File: src/rtl/core_pkg.sv
// core_pkg: immediate-format encodings, opcode constants and the buffered decode entry shared by control and datapath.
package core_pkg;
    localparam logic [2:0] IMM_R   = 3'd0;
    localparam logic [2:0] IMM_I   = 3'd1;
    localparam logic [2:0] IMM_S   = 3'd2;
    localparam logic [2:0] IMM_B   = 3'd3;
    localparam logic [2:0] IMM_U   = 3'd4;
    localparam logic [2:0] IMM_J   = 3'd5;
    localparam logic [2:0] IMM_CSR = 3'd6;
    localparam logic [6:0] OP_REG    = 7'b0110011;
    localparam logic [6:0] OP_IMM    = 7'b0010011;
    localparam logic [6:0] OP_LOAD   = 7'b0000011;
    localparam logic [6:0] OP_JALR   = 7'b1100111;
    localparam logic [6:0] OP_STORE  = 7'b0100011;
    localparam logic [6:0] OP_BRANCH = 7'b1100011;
    localparam logic [6:0] OP_LUI    = 7'b0110111;
    localparam logic [6:0] OP_AUIPC  = 7'b0010111;
    localparam logic [6:0] OP_JAL    = 7'b1101111;
    localparam logic [6:0] OP_SYSTEM = 7'b1110011;
    typedef struct packed {
        logic [31:0] inst;
        logic [31:0] pc;
        logic [2:0]  immsel;
        logic [31:0] imm;
        logic        illegal;
    } entry_t;
endpackage

File: src/rtl/immgen.sv
// immgen: builds the 32-bit immediate from instruction bits [31:7] for the selected format.
module immgen
    import core_pkg::*;
(
    input  logic [2:0]  immsel,
    input  logic [24:0] bits,
    output logic [31:0] imm
);
    // bits[k] is instruction bit k+7
    always_comb
        imm = immsel == IMM_I   ? {{20{bits[24]}}, bits[24:13]} :
              immsel == IMM_S   ? {{20{bits[24]}}, bits[24:18], bits[4:0]} :
              immsel == IMM_B   ? {{19{bits[24]}}, bits[24], bits[0], bits[23:18], bits[4:1], 1'b0} :
              immsel == IMM_U   ? {bits[24:5], 12'b0} :
              immsel == IMM_J   ? {{11{bits[24]}}, bits[24], bits[12:5], bits[13], bits[23:14], 1'b0} :
              immsel == IMM_CSR ? {27'b0, bits[12:8]} :
              32'b0;
endmodule

File: src/rtl/imm_decode_ctrl.sv
// imm_decode_ctrl: decodes the immediate format at acceptance and buffers decoded entries in a 2-deep skid buffer.
module imm_decode_ctrl
    import core_pkg::*;
#(
    parameter int DEPTH = 2
) (
    input  logic        clk,
    input  logic        rst_n,
    input  logic        in_valid,
    output logic        in_ready,
    input  logic [31:0] in_inst,
    input  logic [31:0] in_pc,
    input  logic        flush,
    output logic        out_valid,
    input  logic        out_ready,
    output logic [31:0] out_inst,
    output logic [31:0] out_pc,
    output logic [2:0]  out_immsel,
    output logic [31:0] out_imm,
    output logic        out_illegal,
    output logic [15:0] illegal_cnt
);
    localparam logic [1:0] EMPTY = 2'd0;
    localparam logic [1:0] ONE   = 2'd1;
    localparam logic [1:0] FULL  = 2'(DEPTH);
    logic [1:0]  state, state_nx;
    logic        rdy, accept, drain, ill;
    logic [2:0]  sel;
    logic [31:0] imm;
    logic [15:0] cnt;
    entry_t      head, tail, fresh;
    always_comb begin
        ill = 1'b0;
        case (in_inst[6:0])
            OP_REG:                    sel = IMM_R;
            OP_IMM, OP_LOAD, OP_JALR:  sel = IMM_I;
            OP_STORE:                  sel = IMM_S;
            OP_BRANCH:                 sel = IMM_B;
            OP_LUI, OP_AUIPC:          sel = IMM_U;
            OP_JAL:                    sel = IMM_J;
            OP_SYSTEM:                 sel = in_inst[14] ? IMM_CSR : IMM_I;
            default: begin
                sel = IMM_R;
                ill = 1'b1;
            end
        endcase
    end
    immgen u_immgen (
        .immsel(sel),
        .bits  (in_inst[31:7]),
        .imm   (imm)
    );
    assign fresh    = {in_inst, in_pc, sel, imm, ill};
    assign accept   = in_valid & in_ready;
    assign drain    = out_valid & out_ready;
    assign state_nx = flush             ? EMPTY :
                      accept & !drain   ? state + 2'd1 :
                      drain & !accept   ? state - 2'd1 :
                      state;
    always_ff @(posedge clk or negedge rst_n) begin
        if (!rst_n) begin
            state <= EMPTY;
            rdy   <= 1'b1;
            head  <= '0;
            tail  <= '0;
            cnt   <= '0;
        end else begin
            state <= state_nx;
            rdy   <= state_nx != FULL;
            head  <= drain & state == FULL                          ? tail :
                     accept & (state == EMPTY | (state == ONE & drain)) ? fresh :
                     head;
            tail  <= accept & state == ONE & !drain ? fresh : tail;
            cnt   <= accept & ill & !flush & cnt != 16'hFFFF ? cnt + 16'd1 : cnt;
        end
    end
    assign in_ready    = rdy;
    assign out_valid   = state != EMPTY;
    assign {out_inst, out_pc, out_immsel, out_imm, out_illegal} = out_valid ? head : '0;
    assign illegal_cnt = cnt;
endmodule

File: config.mk
export PLATFORM = sky130hd
export DESIGN_NAME = imm_decode_ctrl
export DESIGN_NICKNAME = d
export VERILOG_FILES = /design/src/rtl/core_pkg.sv /design/src/rtl/immgen.sv /design/src/rtl/imm_decode_ctrl.sv
export SDC_FILE = /design/constraint.sdc
export NUM_CORES = 1
export LEC_CHECK = 0
export CAP_MARGIN = 20
export CORE_ASPECT_RATIO = 1.1
export CORE_MARGIN = 10
export CORE_UTILIZATION = 39
export CTS_BUF_LIST = sky130_fd_sc_hd__clkbuf_4 sky130_fd_sc_hd__clkbuf_8
export DETAILED_ROUTE_END_ITERATION = 12
export GPL_ROUTABILITY_DRIVEN = 0
export SLEW_MARGIN = 20
export SYNTH_ARGS = -nofsm -noshare
export SYNTH_HDL_FRONTEND = slang
export SYNTH_SLANG_ARGS = --single-unit
export TNS_END_PERCENT = 100
File: constraint.sdc
create_clock -name clk -period 3.7 [get_ports clk]
set_clock_uncertainty 0.1 [all_clocks]
set_input_delay 0.74 -clock clk [delete_from_list [all_inputs] [get_ports clk]]
set_output_delay 0.74 -clock clk [all_outputs]
set_load 0.05 [all_outputs]
==> results.cfg <==
[critical_path]
crit_arrival_ps = 2680
crit_chain = inv_1 -> ha_4 -> buf_4 -> nor2b_1 -> clkdlybuf4s50_1
slowest_stage = clkdlybuf4s50_1
cp-start-kind = register
endpoint_kind = primary output
reg2reg_from = state[1]
cp-startpoint = state[1]
max_stage_delay_ps = 710
cp_data_required_time_ps = 2860
crit_fanout = 28
critical_path_class = reg2out

[drt]
via_per_inst = 5.11
wl_per_cell_um = 17.4
postRouteWirelength_um = 31000
drtAntennaViolNets = 0
vias = 9070
first_pass_iters = 5
drt_iter0_markers = 769
remaining_drc_errors = 0

[global_route]
grt_antenna_before_repair = 0
grt_pass1_wl_um = 50700
grt_use_total_pct = 18.3
grt_max_degree = 95
grt_remaining_overflow = 0
first_global_vias = 9231

[timing]
whs_ps = 56.5
min_period_ps = 3520
setup_viol = 0
finalSetupTns_ps = 0
layout_setup_ws_ps = 183
slew_headroom_pct = 47.8
hold_viol = 0
worstMarginPinSlew_ps = 784
rsz0062_at_grt = no
drv_slew = 0
max_clock_freq_ghz = 0.284
min_period_over_period_pct = 95.1

[clocking]
cts_buffer_depth = 3
holdBufCountCts = 0
clk_latency_ps = 530
cts_root_buffer = clkbuf_8
cts_inserted_buffers = 39
cts_tree = yes
clkSinkCount = 219
clkTransAtPathRegs_ps = 60
htree_levels = 2

[flow_run]
drv_cap = 0

[synth]
ys_seq_area_share_pct = 52.2
postSynthCellCount = 1230
netlist_area_mm2 = 0.0105
ys_types = 59
synth.net_count = 1303
synth_edf_count = 0
yosys_warnings = 0
async_reset_ff_share_pct = 100
synth_ff_type = dfrtp_1
syn_avg_cell_area_um2 = 8.54
synth-seq-cells = 219

[layout]
area_growth_syn_to_layout_pct = 29.4
fill_cells = 2418
nets = 1468
multi_input_area_mm2 = 0.00467
layout_commonest_cell = nand2_1
final_area_mm2 = 0.0136
regArea_mm2 = 0.00548
final_cell_mix = 369 x nand2_1, 218 x dfrtp_1, 185 x clkdlybuf4s50_1
drive_gt1_share_pct = 8.85
antenna_cells = 0

[placement]
portBuffers = 186
pre_cts_slack_ps = 497
placed_area_mm2 = 0.0127
hpwl_um = 20200

[die]
core_area_mm2 = 0.0263
die_w_um = 176
start_util_pct = 39.9
rows = 62
die_h_um = 192
die-area_mm2 = 0.0339
ios = 187

[power_and_ir_drop]
peakVddDrop_v = 0.000587
totalPowerFinal_mw = 12.7
p_per_area_mw_per_mm2 = 934
p_leak_nw = 6.17

[hold_path]
hold_path.class = in2async

[status]
status = finished, final reports clean
==> critical path, delay by kind of cell, from the launching register on <==
kind                       cells  cell delay, ps
DFF                            1             410
buffers and inverters          3            1210
and+or+nand+nor                1              90
adders and majority gates      1             420
==> registers in the layout, indices dropped and copies added (netlist names) <==
signal / flops
illegal_cnt: 16
tail: 100
head: 100
state: 2
in_ready: 1
==> synth_stat cells (2+ instances only) <==
cell | n | area share (%)
a211oi_1 | 3 | 0.21
a21oi_1 | 78 | 3.7
a21oi_2 | 8 | 0.67
a31oi_1 | 70 | 4.2
a32oi_1 | 2 | 0.17
and2_1 | 7 | 0.42
and3_1 | 5 | 0.30
buf_1 | 4 | 0.14
buf_2 | 15 | 0.71
buf_6 | 5 | 0.54
clkbuf_1 | 61 | 2.2
dfrtp_1 | 218 | 52
ha_1 | 4 | 0.48
inv_1 | 5 | 0.18
nand2_1 | 370 | 13
nand2b_1 | 4 | 0.24
nand3_1 | 36 | 1.7
nand3_2 | 2 | 0.19
nand4_1 | 4 | 0.24
nor2_1 | 113 | 4.0
nor2b_1 | 101 | 6.0
nor3_1 | 5 | 0.24
nor3b_1 | 3 | 0.21
o21ai_0 | 27 | 1.3
o21ai_1 | 2 | 0.095
o22ai_1 | 6 | 0.36
o2bb2ai_1 | 11 | 0.92
or2_1 | 2 | 0.12
or3_1 | 13 | 0.77
xnor2_1 | 9 | 0.75
xor2_1 | 9 | 0.75
==> final timing paths <==
check / slack, ps / cells after the start / endpoint
max: 180 / 5 / out_pc[21]
max reg2reg: 700 / 8 / head[15]
max in group asynchronous: 2500 / 2 / tail[12]
min: 60 / 1 / tail[72]
min reg2reg: 370 / 2 / tail[6]
min in group clk: 370 / 2 / tail[6]
==> logic make-up (layout without fill, tap and decap cells) <==
logic type | after synthesis | after routing | share of synthesized area, %
buf+inv | 91 | 285 | 3.82
flops | 219 | 219 | 52.2
mux | 1 | 1 | 0.143
fa+ha+maj | 4 | 4 | 0.476
compound gates | 220 | 220 | 13.1
xor+xnor | 18 | 18 | 1.50
simple gates | 677 | 677 | 28.8
==> per-layer routing <==
metal	vias up	track usage (%)	part of all wire [%]
li1	4403	-	-
met1	4355	24.6	45
met2	274	29.3	47
met3	38	3.73	6.3
met4	0	5.05	1.6
met5	-	0	0
==> metrics by stage <==
step / instances / util (%)
floorplan: 1230 / -
finish: 1776 / 51.7
global placement: 1705 / 48.3
detailed placement: 1705 / 48.3
global route: 1776 / 51.7
CTS: 1776 / 51.7
==> where the power goes <==
group | switching, mW | leakage (nW) | total [mW] | internal [mW]
logic | 4.07 | 2.96 | 6.24 | 2.18
clock network | 1.02 | 0.449 | 2.46 | 1.44
registers | 0.558 | 2.76 | 3.99 | 3.44
==> final cells by class <==
class / instances / share of cell area (%)
Sequential cell: 219 / 40.3
Tap cell: 352 / 3.24
Inverter: 5 / 0.138
Clock buffer: 60 / 5.52
Timing Repair Buffer: 210 / 15.6
Multi-Input combinational cell: 920 / 34.4
Clock inverter: 10 / 0.792
==> repair_timing <==
action                     CTS  global route
setup buffers                1             0
setup endpoints to repair   22             0
resized for setup            0             0
Power figures use the tool's default switching activity.
